File: config.mk
export PLATFORM = sky130hd
export DESIGN_NAME = sgb_lcd_tap
export DESIGN_NICKNAME = d
export VERILOG_FILES = /design/src/rtl/sgb_lcd_tap.sv
export SDC_FILE = /design/constraint.sdc
export NUM_CORES = 1
export LEC_CHECK = 0
export ABC_AREA = 0
export CORE_ASPECT_RATIO = 1.1
export CORE_UTILIZATION = 38
export CTS_CLUSTER_SIZE = 28
export DETAILED_ROUTE_END_ITERATION = 8
export PLACE_DENSITY_LB_ADDON = 0.3
export REMOVE_ABC_BUFFERS = 1
export SLEW_MARGIN = 40
export SYNTH_ARGS = -nofsm -noshare
export SYNTH_HDL_FRONTEND = slang
export SYNTH_SLANG_ARGS = --single-unit
File: constraint.sdc
create_clock -name clk -period 4.75 [get_ports clk]
set_clock_uncertainty 0.15 [all_clocks]
set_input_delay 0.95 -clock clk [delete_from_list [all_inputs] [get_ports clk]]
set_output_delay 0.95 -clock clk [all_outputs]
set_load 0.05 [all_outputs]
File: src/rtl/sgb_lcd_tap.sv
// PPU-to-ICD2 tap: reshapes the PPU pixel stream into whole LINE_PIX-pixel lines,
// zero-padding short lines, dropping excess pixels and faking vsync while the LCD is off.
module sgb_lcd_tap #(
  parameter int unsigned LINE_PIX = 160,
  parameter int unsigned FRAME_CE = 70224
) (
  input  logic       clk,
  input  logic       reset,
  input  logic       gb_ce,
  input  logic       pix_valid,
  input  logic [1:0] pix_data,
  input  logic       ppu_hblank,
  input  logic       ppu_vblank,
  input  logic       lcd_on,
  input  logic       err_clr,
  output logic       lcd_ce,
  output logic [1:0] lcd_data,
  output logic       lcd_vs,
  output logic       ovf_err,
  output logic       short_err
);

  localparam logic [7:0]  PIX_FULL  = 8'(LINE_PIX);
  localparam logic [7:0]  MIN_LINES = 8'd144;
  localparam logic [16:0] OFF_LAST  = 17'(FRAME_CE - 1);

  typedef enum logic [2:0] {
    S_OFF,
    S_WAIT_VB,
    S_VBL,
    S_LINE,
    S_PAD,
    S_HBL
  } state_e;

  state_e      state_q, state_d;
  logic [7:0]  pix_cnt_q, pix_cnt_d;
  logic [7:0]  line_cnt_q, line_cnt_d;
  logic [16:0] off_cnt_q, off_cnt_d;
  logic        old_hblank_q, old_hblank_d;
  logic        old_vblank_q, old_vblank_d;
  logic        old_on_q, old_on_d;
  logic        lcd_ce_q, lcd_ce_d;
  logic [1:0]  lcd_data_q, lcd_data_d;
  logic        lcd_vs_q, lcd_vs_d;
  logic        ovf_err_q, ovf_err_d;
  logic        short_err_q, short_err_d;

  logic        hb_rise, hb_fall, vb_rise, vb_fall, on_rise, on_fall;
  logic        go_vbl, go_hbl, ovf_set, short_set;
  logic [7:0]  pix_next;

  assign hb_rise = ppu_hblank & ~old_hblank_q;
  assign hb_fall = ~ppu_hblank & old_hblank_q;
  assign vb_rise = ppu_vblank & ~old_vblank_q;
  assign vb_fall = ~ppu_vblank & old_vblank_q;
  assign on_rise = lcd_on & ~old_on_q;
  assign on_fall = ~lcd_on & old_on_q;

  always_comb begin
    // NOTE: every signal assigned here gets a default first, so no path can infer a latch.
    state_d      = state_q;
    pix_cnt_d    = pix_cnt_q;
    line_cnt_d   = line_cnt_q;
    off_cnt_d    = off_cnt_q;
    old_hblank_d = old_hblank_q;
    old_vblank_d = old_vblank_q;
    old_on_d     = old_on_q;
    lcd_ce_d     = lcd_ce_q;
    lcd_data_d   = lcd_data_q;
    lcd_vs_d     = lcd_vs_q;
    ovf_err_d    = ovf_err_q;
    short_err_d  = short_err_q;
    go_vbl       = 1'b0;
    go_hbl       = 1'b0;
    ovf_set      = 1'b0;
    short_set    = 1'b0;
    pix_next     = pix_cnt_q;

    if (gb_ce) begin
      old_hblank_d = ppu_hblank;
      old_vblank_d = ppu_vblank;
      old_on_d     = lcd_on;
      lcd_ce_d     = 1'b0;

      // Losing the LCD abandons any partial line without padding it.
      if (on_fall && state_q != S_OFF) begin
        state_d  = S_OFF;
        lcd_vs_d = 1'b0;
      end else begin
        case (state_q)
          S_OFF: begin
            lcd_vs_d = 1'b0;
            if (on_rise) begin
              off_cnt_d  = '0;
              pix_cnt_d  = '0;
              line_cnt_d = '0;
              state_d    = S_WAIT_VB;
            end else if (off_cnt_q == OFF_LAST) begin
              off_cnt_d = '0;
              lcd_vs_d  = 1'b1;
            end else begin
              off_cnt_d = off_cnt_q + 17'd1;
            end
          end
          S_WAIT_VB: begin
            if (vb_rise) go_vbl = 1'b1;
          end
          S_VBL: begin
            if (vb_fall) begin
              state_d  = S_LINE;
              lcd_vs_d = 1'b0;
            end
          end
          S_LINE: begin
            if (vb_rise) begin
              go_vbl    = 1'b1;
              short_set = 1'b1;
            end else begin
              if (pix_valid) begin
                if (pix_cnt_q < PIX_FULL) begin
                  lcd_ce_d   = 1'b1;
                  lcd_data_d = pix_data;
                  pix_next   = pix_cnt_q + 8'd1;
                end else begin
                  ovf_set = 1'b1;
                end
              end
              pix_cnt_d = pix_next;
              if (hb_rise) begin
                if (pix_next == PIX_FULL) go_hbl = 1'b1;
                else                      state_d = S_PAD;
              end
            end
          end
          S_PAD: begin
            if (vb_rise) begin
              go_vbl    = 1'b1;
              short_set = 1'b1;
            end else begin
              if (pix_cnt_q < PIX_FULL) begin
                lcd_ce_d   = 1'b1;
                lcd_data_d = 2'd0;
                pix_next   = pix_cnt_q + 8'd1;
              end
              pix_cnt_d = pix_next;
              if (pix_next == PIX_FULL) go_hbl = 1'b1;
            end
          end
          S_HBL: begin
            if (vb_rise) begin
              go_vbl    = 1'b1;
              short_set = (line_cnt_q < MIN_LINES);
            end else if (hb_fall) begin
              state_d = S_LINE;
            end
          end
          default: state_d = S_OFF;
        endcase
      end

      if (go_vbl) begin
        state_d    = S_VBL;
        lcd_vs_d   = 1'b1;
        line_cnt_d = '0;
        pix_cnt_d  = '0;
      end
      if (go_hbl) begin
        state_d   = S_HBL;
        pix_cnt_d = '0;
        if (line_cnt_q != 8'hFF) line_cnt_d = line_cnt_q + 8'd1;
      end

      // A clear wins over a set landing on the same enable.
      if (err_clr) begin
        ovf_err_d   = 1'b0;
        short_err_d = 1'b0;
      end else begin
        ovf_err_d   = ovf_err_q | ovf_set;
        short_err_d = short_err_q | short_set;
      end
    end
  end

  // NOTE: sequential state is updated with non-blocking assignments only.
  always_ff @(posedge clk) begin
    if (reset) begin
      state_q      <= S_OFF;
      pix_cnt_q    <= '0;
      line_cnt_q   <= '0;
      off_cnt_q    <= '0;
      old_hblank_q <= 1'b0;
      old_vblank_q <= 1'b0;
      old_on_q     <= 1'b0;
      lcd_ce_q     <= 1'b0;
      lcd_data_q   <= 2'd0;
      lcd_vs_q     <= 1'b0;
      ovf_err_q    <= 1'b0;
      short_err_q  <= 1'b0;
    end else begin
      state_q      <= state_d;
      pix_cnt_q    <= pix_cnt_d;
      line_cnt_q   <= line_cnt_d;
      off_cnt_q    <= off_cnt_d;
      old_hblank_q <= old_hblank_d;
      old_vblank_q <= old_vblank_d;
      old_on_q     <= old_on_d;
      lcd_ce_q     <= lcd_ce_d;
      lcd_data_q   <= lcd_data_d;
      lcd_vs_q     <= lcd_vs_d;
      ovf_err_q    <= ovf_err_d;
      short_err_q  <= short_err_d;
    end
  end

  assign lcd_ce    = lcd_ce_q;
  assign lcd_data  = lcd_data_q;
  assign lcd_vs    = lcd_vs_q;
  assign ovf_err   = ovf_err_q;
  assign short_err = short_err_q;

endmodule

# Yosys cells after proc, flatten, opt, wreduce, memory -nomap -nowiden
# Cells that the tools add are included.
# totals
latchBits,0
ff_bits,45
wordCells,151
ram_bits,0
mem_bits_ro,0
in_bits,10
mem_count,0
# op_classes
n_reduce_logical,14
bitwise,15
n_lt_le_gt_ge,2
muxes,78
eq_ne,27
add_sub_neg,3
n_mul,0
div_mod_pow,0
shift,0
# ops
op,n
2-to-1 mux 8 bit,22
"inequality test 5 bit, second input constant",7
2-to-1 mux 17 bit,2
2-to-1 mux 1 bit,32
2-to-1 mux 3 bit,10
case mux 8 bit (3 select lines),1
"adder 17 x 1 -> 17 bit, second input constant",1
"== test 17 bit, second input constant",1
"adder 8 x 1 -> 8 bit, second input constant",2
"== test 8 bit, second input constant",2
"< comparator 8 bit, second input constant",2
"inequality test 4 bit, second input constant",4
case mux 3 bit (5 select lines),1
2-to-1 mux 2 bit,5
"inequality test 2 bit, second input constant",5
AND reduction 9 bit,1
"inequality test 8 bit, second input constant",1
case mux 1 bit (2 select lines),4
AND reduction 8 bit,1
inverter 1 bit,7
bitwise AND 1 bit,6
"== test 3 x 2 -> 1 bit, second input constant",2
"== test 3 bit, second input constant",2
AND reduction 3 bit,2
other kinds (14),16

# Depth between registers and ports, before layout
# Gate-level depths: netlist (run 1).
# logic_depth
ltp_word,16
mapped_depth,10
depth_no_buf,8

# Least setup slack after synthesis (run 1)
# No wires, ideal clock.
# synth_timing
path_kind,input to register
startpoint,in pix_valid
endpoint,reg pix_cnt_q[5]
path_stages,9
arrival_time_ns,2.481
path_slack_ns,2.002
path_buffers,2
cell_sequence,buf_2 -> nand4b_1 -> a311o_1 -> a32oi_2 -> o2111ai_1 -> nand3_2 -> buf_6 -> o31ai_1 -> a22o_1
# synth_between
elab_chain_len,14
word_cells_on_any_way,23
# synth_rtl
item,line,text
start: declaration,10,"input logic pix_valid,"
2-to-1 mux 8 bit *,120,if (pix_valid) begin
2-to-1 mux 8 bit *,116,if (vb_rise) begin
2-to-1 mux 8 bit *,91,case (state_q)
2-to-1 mux 8 bit *,87,if (on_fall && state_q != S_OFF) begin
2-to-1 mux 8 bit *,80,if (gb_ce) begin
== test 8 bit,131,if (pix_next == PIX_FULL) go_hbl = 1'b1;
2-to-1 mux 1 bit,131,
2-to-1 mux 1 bit,130,if (hb_rise) begin
2-to-1 mux 1 bit,116,
case mux 1 bit (2 select lines),91,
2-to-1 mux 1 bit,87,
2-to-1 mux 1 bit,80,
inequality test 4 bit (no line) (tied with other cells),--,
AND reduction 6 bit (no line),--,
end signal: assignment,202,pix_cnt_q <= pix_cnt_d;
end: declaration,37,"logic [7:0] pix_cnt_q, pix_cnt_d;"
# Mark *: on every way between the ends. The rest lies on a longest branch, timed or not. The select of a mux whose other input is x is not followed.
# A chain may end at the register's enable or synchronous reset.

# Final worst setup path (run 1)
# layout_timing
startpoint,in pix_valid
endpoint,reg state_q[1]
# layout_between
elab_chain_len,14
word_cells_on_any_way,22
# layout_rtl
item,line,text
2-to-1 mux 8 bit *,120,
2-to-1 mux 8 bit *,116,
2-to-1 mux 8 bit *,91,
2-to-1 mux 8 bit *,87,
2-to-1 mux 8 bit *,80,
== test 8 bit *,131,
2-to-1 mux 1 bit,131,
2-to-1 mux 1 bit,130,
2-to-1 mux 1 bit,116,
case mux 1 bit (2 select lines),91,
2-to-1 mux 1 bit,87,
2-to-1 mux 1 bit,80,
inequality test 5 bit (no line) / inequality test 4 x 1 -> 1 bit (equally long branches),--,
AND reduction 9 bit (no line),--,
end signal: assignment,201,state_q <= state_d;
end: declaration,36,"state_e state_q, state_d;"
# Marks and branches as above.

==> results of run 1 <==
==> path summary, 6_finish.rpt <==
path / start / to / cells after the start
max: pix_valid / state_q[1] / 8
min: lcd_data[1] / lcd_data[1] / 2
max reg2reg: pix_cnt_q[1] / state_q[1] / 8
min reg2reg: lcd_data[1] / lcd_data[1] / 2
==> metrics by stage <==
step	hold slack (ns)	setup WS (ns)
6_report	0.309	1.49
5_1_grt	0.350	1.33
4_1_cts	0.309	1.55
3_5_place_dp	0.296	1.21
3_3_place_gp	0.292	1.28
2_1_floorplan	0.317	2.07
==> worst reg2reg max path, stage by stage (launching register included) <==
cell and delay, ns:
dfxtp_1 0.53, ha_1 0.48, nor2b_1 0.35, a311o_1 0.26, a32oi_2 0.14, o2111ai_1 0.14, nand3_2 0.25, o21bai_2 0.30
mux2_4 0.32
==> placed cells by master (no fill, tap or decap), types with 4 or more instances in the layout <==
cell type	count
nand2b_1	6
a31oi_1	4
nor2_1	55
dfxtp_1	45
nand4_1	8
xnor2_1	7
clkbuf_8	5
o21ai_0	11
mux2i_1	6
xor2_1	10
nand2_1	33
nor3b_1	4
o31ai_1	5
clkdlybuf4s50_1	15
a211oi_1	7
inv_1	8
o211ai_1	5
a21o_1	4
a21oi_1	13
nor2b_1	8
and3_1	9
nor3_1	6
a22o_1	5
a41oi_1	4
nand3_1	19
==> routing by layer <==
metal  vias up  track usage  wire [um]
li1       1395            -          -
met1      1304        0.241       3390
met2        78        0.276       3160
met3        10       0.0343        272
met4         0       0.0628         97
met5         -            0          0
==> cells by family (layout without fill, tap and decap cells) <==
group / count (synthesis) / in the layout / share of synthesized area
muxes: 8 / 8 / 0.0295
AOI/OAI and AO/OA: 99 / 99 / 0.262
xor gates and xnor gates: 17 / 17 / 0.0488
adders and majority gates: 3 / 3 / 0.0123
and+or+nand+nor: 173 / 173 / 0.298
buffers and inverters: 33 / 34 / 0.0545
DFF: 45 / 45 / 0.295
==> state kept, by name, indices dropped and copies added, names as in the netlist <==
| signal | flops |
|---|---|
| old_on_q | 1 |
| lcd_ce | 1 |
| lcd_data | 2 |
| old_hblank_q | 1 |
| pix_cnt_q | 8 |
| old_vblank_q | 1 |
| ovf_err | 1 |
| state_q | 3 |
| lcd_vs | 1 |
| line_cnt_q | 8 |
| short_err | 1 |
| off_cnt_q | 17 |
==> cell type report <==
| cell class | instances | area [um2] |
|---|---|---|
| well taps | 105 | 131 |
| flip-flops and latches | 45 | 901 |
| repair buffers | 17 | 165 |
| clock inverters | 3 | 50.0 |
| clock buffers | 5 | 68.8 |
| fillers | 793 | 4260 |
| inverters | 9 | 33.8 |
| multi-input cells | 300 | 1990 |
==> power breakdown <==
| part | switching [uW] | total [uW] | internal (uW) |
|---|---|---|---|
| combinational | 166 | 274 | 108 |
| clock | 146 | 307 | 161 |
| sequential | 44.4 | 441 | 397 |
| total | 356 | 1020 | 666 |
==> reports/metrics.yaml, run 1 <==
outcome: "finished, final reports clean"
endpoint_kind: "flip-flop"
coreArea_mm2: 0.00760
vias_per_cell: 5.76
synth_most_common_cell: "nor2_1"
synth_edf_count: 0
tns_ns: 0
yosysSeqAreaShare: 0.295
dr.pass1.iters: 5
maxCapViolCount: 0
path_buf_inv: 1
start_util: 0.402
avgRoutedWirePerCell_um: 14.3
track_usage: 0.177
antenna_found_initial: 0
setup_viol_count_final: 0
pin_count: 16
final_area_mm2: 0.00334
ys_types: 72
vdd_drop_max_mv: 0.203
synth.area.top_cells: "dfxtp_1 30%, nor2_1 6.8%, nand2_1 4.1%, nand3_1 3.1%, xor2_1 2.9%"
cp.required_ns: 4.80
dpl_cell_area_mm2: 0.00322
final_nets: 391
rsz0062_at_grt: "false"
powerDensity_mw_per_mm2: 306
vias: 2787
final_hold_viol_count: 0
cts_tree: "done"
clkSinkCount: 45
dieHeight_um: 96.0
hpwlAfterDp_mm: 5.00
stdcell_count: 484
synthCells: 378
numCtsBuffers: 5
antenna_cells: 0
critPathLaunchType: "input port"
layout-drive-gt1-share: 0.0739
yosys.area.top_type: "dfxtp_1"
drt-initial-drc-count: 132
cp_data_arrival_time_ns: 3.30
fin_crit_ns: 3.26
cts.clk_slew.worst_paths_ns: 0.09
critical_path.max_stage_delay_ns: 0.70
slew_violations: 0
cts_setup_buffers: 0
rows: 33
postSynthAreaPerCell_um2: 8.08
drt_wl_total_mm: 6.93
syn_area_mm2: 0.00305
postCtsHoldBufs: 0
synth_commonest_cells: "55 x nor2_1, 45 x dfxtp_1, 33 x nand2_1"
regToRegSetupSlack_ns: 1.73
crit_path_top_delay_cell: "clkdlybuf4s50_1"
fmax_mhz: 307
fp.dieW_um: 87.5
design.die.area_mm2: 0.00840
maxSlewHeadroom: 0.571
port_buffers: 15
gp_routability_congestion: 0.916
grt_max_degree: 26
synth_top_area_frac: 0.295
syn_to_final_growth_pct: 9.26
grt_pass1_vias: 2531
h-tree-depth: 2
post_cts_resized: 0
critPathKind: "input port to flip-flop"
ys_seq_elements: 45
synth_flop_cell: "dfxtp_1"
cp_top_family: "compound AO/OA/AOI/OAI gates"
grt_pass1_wl_mm: 11.9
insertion_delay_ns: 0.31
cts-root-buf: "clkbuf_8"
ys_warn_count: 0
ant_nets: 0
crit_path_cell_trace: "clkdlybuf4s50_1 -> nand4b_1 -> a311o_1 -> a32oi_2 -> o2111ai_1 -> nand3_2 -> o21bai_2 -> mux2_4"
min_path_type: "flip-flop to flip-flop"
critPathMaxFanout: 11
report.power.total_uw: 1020
drc: 0
tightest_slew_ns: 0.643
ys_async_sr_fraction: 0
placed_cells: 476
fin_crit_sh: 0.686
clk_path_buf_depth: 2
overflow: 0
final_util: 0.439
leakage_uw: 0.00118
(Power assumes the default switching activity.)
==> run 2, diff against run 1 <==
==> constraint.sdc (replaced) <==
create_clock -name clk -period 3.35 [get_ports clk]
set_clock_uncertainty 0.15 [all_clocks]
set_input_delay 0.67 -clock clk [delete_from_list [all_inputs] [get_ports clk]]
set_output_delay 0.67 -clock clk [all_outputs]
set_load 0.05 [all_outputs]
==> run 2 against run 1 <==
Compared with the run above:
- final area is 1.0% higher
- highest routed layer unchanged
- clock power is 6.5% higher
- die area is the same
- global-route usage rose by 0.23 points
- critical path depth is 1 lower
- register-to-register slack worse by 1.4 ns
==> reports/metrics.yaml, run 2 (synthesized netlist as in run 1, its figures left out) <==
final_hold_viol_count: 0  # unchanged
final_common_cell: "nor2_1"
port_buffers: 15  # unchanged
outcome: "finished, final reports clean"
min_path_type: "flip-flop to flip-flop"
setup_viol_count_final: 0  # unchanged
leakage_uw: 0.00121  # +2.2%
critical_path.max_stage_delay_ns: 0.64  # -0.06 ns
cp_data_arrival_time_ns: 3.10  # -0.20 ns
cts_tree: "done"
maxCapViolCount: 0  # unchanged
postCtsHoldBufs: 0  # unchanged
insertion_delay_ns: 0.30  # about the same
placed_cells: 485  # +1.9%
mostFrequentLayoutCells: "55 x nor2_1, 45 x dfxtp_1, 33 x nand2_1"
gp_routability_congestion: 0.894  # -2.4%
dieHeight_um: 96.0  # unchanged
post_cts_resized: 0  # unchanged
cp.required_ns: 3.39  # -1.41 ns
top_register: "off_cnt_q"
critPathKind: "flip-flop to flip-flop"
rows: 33  # unchanged
overflow: 0  # unchanged
avgRoutedWirePerCell_um: 14.7  # +2.7%
drc: 0  # unchanged
powerDensity_mw_per_mm2: 406  # +33%
pin_count: 16  # unchanged
fin_crit_sh: 0.915
h-tree-depth: 2  # unchanged
critPathLaunchType: "flip-flop"
vias: 2831  # +1.6%
coreArea_mm2: 0.00760  # unchanged
start_util: 0.402  # unchanged
cts.clk_slew.worst_paths_ns: 0.08  # about the same
clkSinkCount: 45  # unchanged
antenna_found_initial: 0  # unchanged
cts-root-buf: "clkbuf_8"
crit_path_top_delay_cell: "nor3b_1"
grt_pass1_wl_mm: 11.9  # +0.23%
drt_wl_total_mm: 7.23  # +4.4%
ant_nets: 0  # unchanged
grt_pass1_vias: 2528  # -0.12%
tns_ns: 0  # unchanged
fillers: 786  # -0.88%
slew_violations: 0  # unchanged
layout-drive-gt1-share: 0.0930  # +0.0191
vdd_drop_max_mv: 0.322  # +58%
fin_crit_ns: 3.06
final_nets: 400  # +2.3%
cts_setup_buffers: 0  # unchanged
vias_per_cell: 5.75  # about the same
grt_max_degree: 25  # -3.8%
track_usage: 0.179  # +0.00233
fmax_mhz: 326
path_buf_inv: 0  # -1
numCtsBuffers: 5  # unchanged
rsz0062_at_grt: "false"
clk_path_buf_depth: 2  # unchanged
top_regs: "off_cnt_q x17, line_cnt_q x8, pix_cnt_q x8"
maxSlewHeadroom: 0.564  # -0.00643
tightest_slew_ns: 0.653  # +0.0101 ns
hpwlAfterDp_mm: 5.23  # +4.5%
crit_path_cell_trace: "nor3b_1 -> o2111ai_1 -> a2111oi_2 -> nand3_1 -> nand3_2 -> o21bai_2 -> mux2_4"
cp_top_family: "simple AND/OR/NAND/NOR gates"
largest_register_ffs: 17  # unchanged
syn_to_final_growth_pct: 10.4
critPathMaxFanout: 19  # +8
design.die.area_mm2: 0.00840  # unchanged
antenna_cells: 0  # unchanged
dr.pass1.iters: 4  # -1
stdcell_count: 492  # +1.7%
endpoint_kind: "flip-flop"
drt-initial-drc-count: 180  # +36%
fp.dieW_um: 87.5  # unchanged
finalHoldWorstSlack_ns: 0.312  # +0.00301 ns
run 2: changes by cell type in the layout (fill, tap and decap cells not counted):
cell        change
buf_4           +9
inv_8           -1
bufinv_16       -1
clkinvlp_4      +1
run 2: worst reg2reg max path, delay by kind of cell (launching register included):
kind / cells / cell delay, ns
simple gates: 3 / 1.10
mux: 1 / 0.32
compound gates: 3 / 0.86
flops: 1 / 0.52
run 2: layer usage:
layer  track usage  part of all wire
met5             0                 0
met2         0.285              0.44
met4        0.0765             0.029
met3        0.0257             0.052
met1         0.241              0.47
run 2: layout make-up:
type | instances | area (um2) | share of cell area
clock buffer | 5 | 68.8 | 0.0204
tap | 105 | 131 | 0.0390
inverter | 9 | 33.8 | 0.0100
timing repair buffer | 26 | 233 | 0.0691
clock inverter | 2 | 16.3 | 0.00483
multi-input combinational | 300 | 1990 | 0.589
sequential | 45 | 901 | 0.267
run 2: where the power goes:
part / internal, uW / leakage [uW] / switching, uW / total (uW)
Clock: 144 / 0.0000402 / 183 / 327
Sequential: 563 / 0.000364 / 42.4 / 605
Combinational: 172 / 0.000804 / 266 / 438
run 2: through the flow:
step                total power, uW   util  setup WS [ns]  area (um2)
floorplan                       908      -          0.805        2920
global placement               1040  0.432          0.195        3280
detailed placement             1040  0.432          0.205        3280
CTS                            1380  0.444          0.406        3370
global route                   1450  0.444          0.194        3370
finish                         1370  0.444          0.285        3370
run 2: final timing paths:
kind | endpoint | from | slack, ns | cells past startpoint
setup / recovery | state_q[1] | state_q[1] | 0.29 | 7
hold / removal | lcd_data[0] | lcd_data[0] | 0.31 | 2
setup reg to reg | state_q[1] | state_q[1] | 0.29 | 7
hold reg to reg | lcd_data[0] | lcd_data[0] | 0.31 | 2
==> run 3, diff against run 2 <==
--- a/config.mk
+++ b/config.mk
@@ -7,10 +7,9 @@
 export LEC_CHECK = 0
 export ABC_AREA = 0
 export CORE_ASPECT_RATIO = 1.1
-export CORE_UTILIZATION = 38
+export CORE_UTILIZATION = 40
 export CTS_CLUSTER_SIZE = 28
 export DETAILED_ROUTE_END_ITERATION = 8
-export PLACE_DENSITY_LB_ADDON = 0.3
 export REMOVE_ABC_BUFFERS = 1
 export SLEW_MARGIN = 40
 export SYNTH_ARGS = -nofsm -noshare
==> run 3 against run 2 <==
Compared with the run above:
- fmax grew 8.8%
- die area shrank 4.9%
- final area grew 0.37%
- total power grew 4.5%
- global-route usage grew 0.54 points
==> reports/metrics.yaml, run 3 (synthesized netlist as in run 1, its figures left out) <==
fp.dieW_um: 85.3  # -2.5%
pin_count: 16  # unchanged
final_util: 0.455  # +0.0115
vdd_drop_max_mv: 0.268  # -17%
path_buf_inv: 1  # +1
vias_per_cell: 5.91  # +2.8%
overflow: 0  # unchanged
dpl_cell_area_mm2: 0.00328  # unchanged
maxCapViolCount: 0  # unchanged
dieHeight_um: 93.6  # -2.5%
slew_violations: 0  # unchanged
pwr-share-seq: 0.417  # -0.025
critPathLaunchType: "input port"
finalHoldWorstSlack_ns: 0.321  # +0.00928 ns
crit_path_cell_trace: "clkdlybuf4s50_1 -> nand4b_1 -> a311o_1 -> a32oi_2 -> o2111ai_1 -> nand3_2 -> o21bai_2 -> mux2_4"
coreArea_mm2: 0.00743  # -2.2%
top_register: "off_cnt_q"
syn_to_final_growth_pct: 10.8
drc: 0  # unchanged
power_frac_clock: 0.264  # +0.025
rows: 33  # unchanged
vias: 2827  # -0.14%
setup_viol_count_final: 0  # unchanged
top_regs: "off_cnt_q x17, line_cnt_q x8, pix_cnt_q x8"
min_path_type: "flip-flop to flip-flop"
numCtsBuffers: 5  # unchanged
endpoint_kind: "flip-flop"
clk_path_buf_depth: 2  # unchanged
insertion_delay_ns: 0.31  # about the same
mostFrequentLayoutCells: "55 x nor2_1, 45 x dfxtp_1, 33 x nand2_1"
cts-root-buf: "clkbuf_8"
ant_nets: 0  # unchanged
fin_crit_ns: 2.82  # -0.247 ns
tns_ns: 0  # unchanged
final_nets: 403  # +0.75%
antenna_cells: 0  # unchanged
dr.pass1.iters: 4  # unchanged
internal_power_uw: 901  # +2.6%
crit_path_top_delay_cell: "clkdlybuf4s50_1"
powerDensity_mw_per_mm2: 423  # +4.1%
drt-initial-drc-count: 159  # -12%
final_area_mm2: 0.00338  # +0.37%
cts.clk_slew.worst_paths_ns: 0.10  # +0.02 ns
grt_max_degree: 25  # unchanged
avgRoutedWirePerCell_um: 14.9  # +1.6%
tightest_slew_ns: 0.556  # -0.0973 ns
postCtsHoldBufs: 0  # unchanged
leakage_uw: 0.00123  # +2.2%
cp_top_family: "compound AO/OA/AOI/OAI gates"
fin_crit_sh: 0.841  # -0.0737
grt_pass1_vias: 2469  # -2.3%
cp_data_arrival_time_ns: 2.87  # -0.23 ns
grt_pass1_wl_mm: 12.0  # +0.58%
cp.required_ns: 3.40  # about the same
swShare: 0.371  # +0.0119
port_buffers: 15  # unchanged
cts_tree: "done"
pwr-share-comb: 0.319  # about the same
start_util: 0.411  # +0.00893
p_sw_uw: 531  # +8.0%
cts_setup_buffers: 0  # unchanged
antenna_found_initial: 0  # unchanged
final_hold_viol_count: 0  # unchanged
regToRegSetupSlack_ns: 0.57  # +0.28 ns
post_cts_resized: 0  # unchanged
clkSinkCount: 45  # unchanged
gp_routability_congestion: 0.944  # +5.6%
maxSlewHeadroom: 0.629  # +0.0646
track_usage: 0.184  # +0.00538
hpwlAfterDp_mm: 5.16  # -1.3%
largest_register_ffs: 17  # unchanged
design.die.area_mm2: 0.00799  # -4.9%
critical_path.max_stage_delay_ns: 0.53  # -0.11 ns
h-tree-depth: 2  # unchanged
fmax_mhz: 355  # +8.8%
final_common_cell: "nor2_1"
drt_wl_total_mm: 7.14  # -1.2%
critPathKind: "input port to flip-flop"
layout-drive-gt1-share: 0.102  # +0.00928
critPathMaxFanout: 11  # -8
outcome: "finished, final reports clean"
rsz0062_at_grt: "false"
-- run 3: stage by stage --
stage	setup WS (ns)	total power (uW)	std cells
6_report	0.532	1430	478
4_1_cts	0.581	1440	478
2_1_floorplan	0.805	908	354
3_5_place_dp	0.257	1060	470
5_1_grt	0.444	1520	478
3_3_place_gp	0.292	1060	470
-- run 3: worst paths after layout --
kind / start / cells past startpoint / end
max: pix_valid / 8 / state_q[1]
max reg2reg: pix_cnt_q[0] / 8 / state_q[1]
min: lcd_data[1] / 2 / lcd_data[1]
min reg2reg: lcd_data[1] / 2 / lcd_data[1]
-- run 3: layout make-up --
cell class / instances / area, um2
clock inverter: 3 / 28.8
inverter: 9 / 33.8
timing repair buffer: 29 / 255
tap: 87 / 109
multi-input combinational: 300 / 1990
fill: 760 / 4050
clock buffer: 5 / 68.8
sequential: 45 / 901
-- run 3: worst register-to-register path: cells and delay by family, from the launching register on --
kind | cells | cell delay [ns]
AOI/OAI and AO/OA | 4 | 0.87
DFF | 1 | 0.35
adders and majority gates | 1 | 0.40
muxes | 1 | 0.32
and+or+nand+nor | 2 | 0.60
-- run 3: power groups by stage --
stage,Sequential [uW],Combinational (uW),Clock (uW)
after floorplan,636,272,0
after global placement,608,452,0
after detailed placement,608,449,0
after CTS,596,450,395
after global routing,601,501,416
final,597,457,377
-- run 3: metal layers --
layer / track usage / share of wire / vias to the layer above
met2: 0.273 / 0.44 / 101
met5: 0 / 0 / -
li1: - / - / 1428
met1: 0.272 / 0.50 / 1294
met4: 0.0569 / 0.0071 / 0
met3: 0.0291 / 0.059 / 4
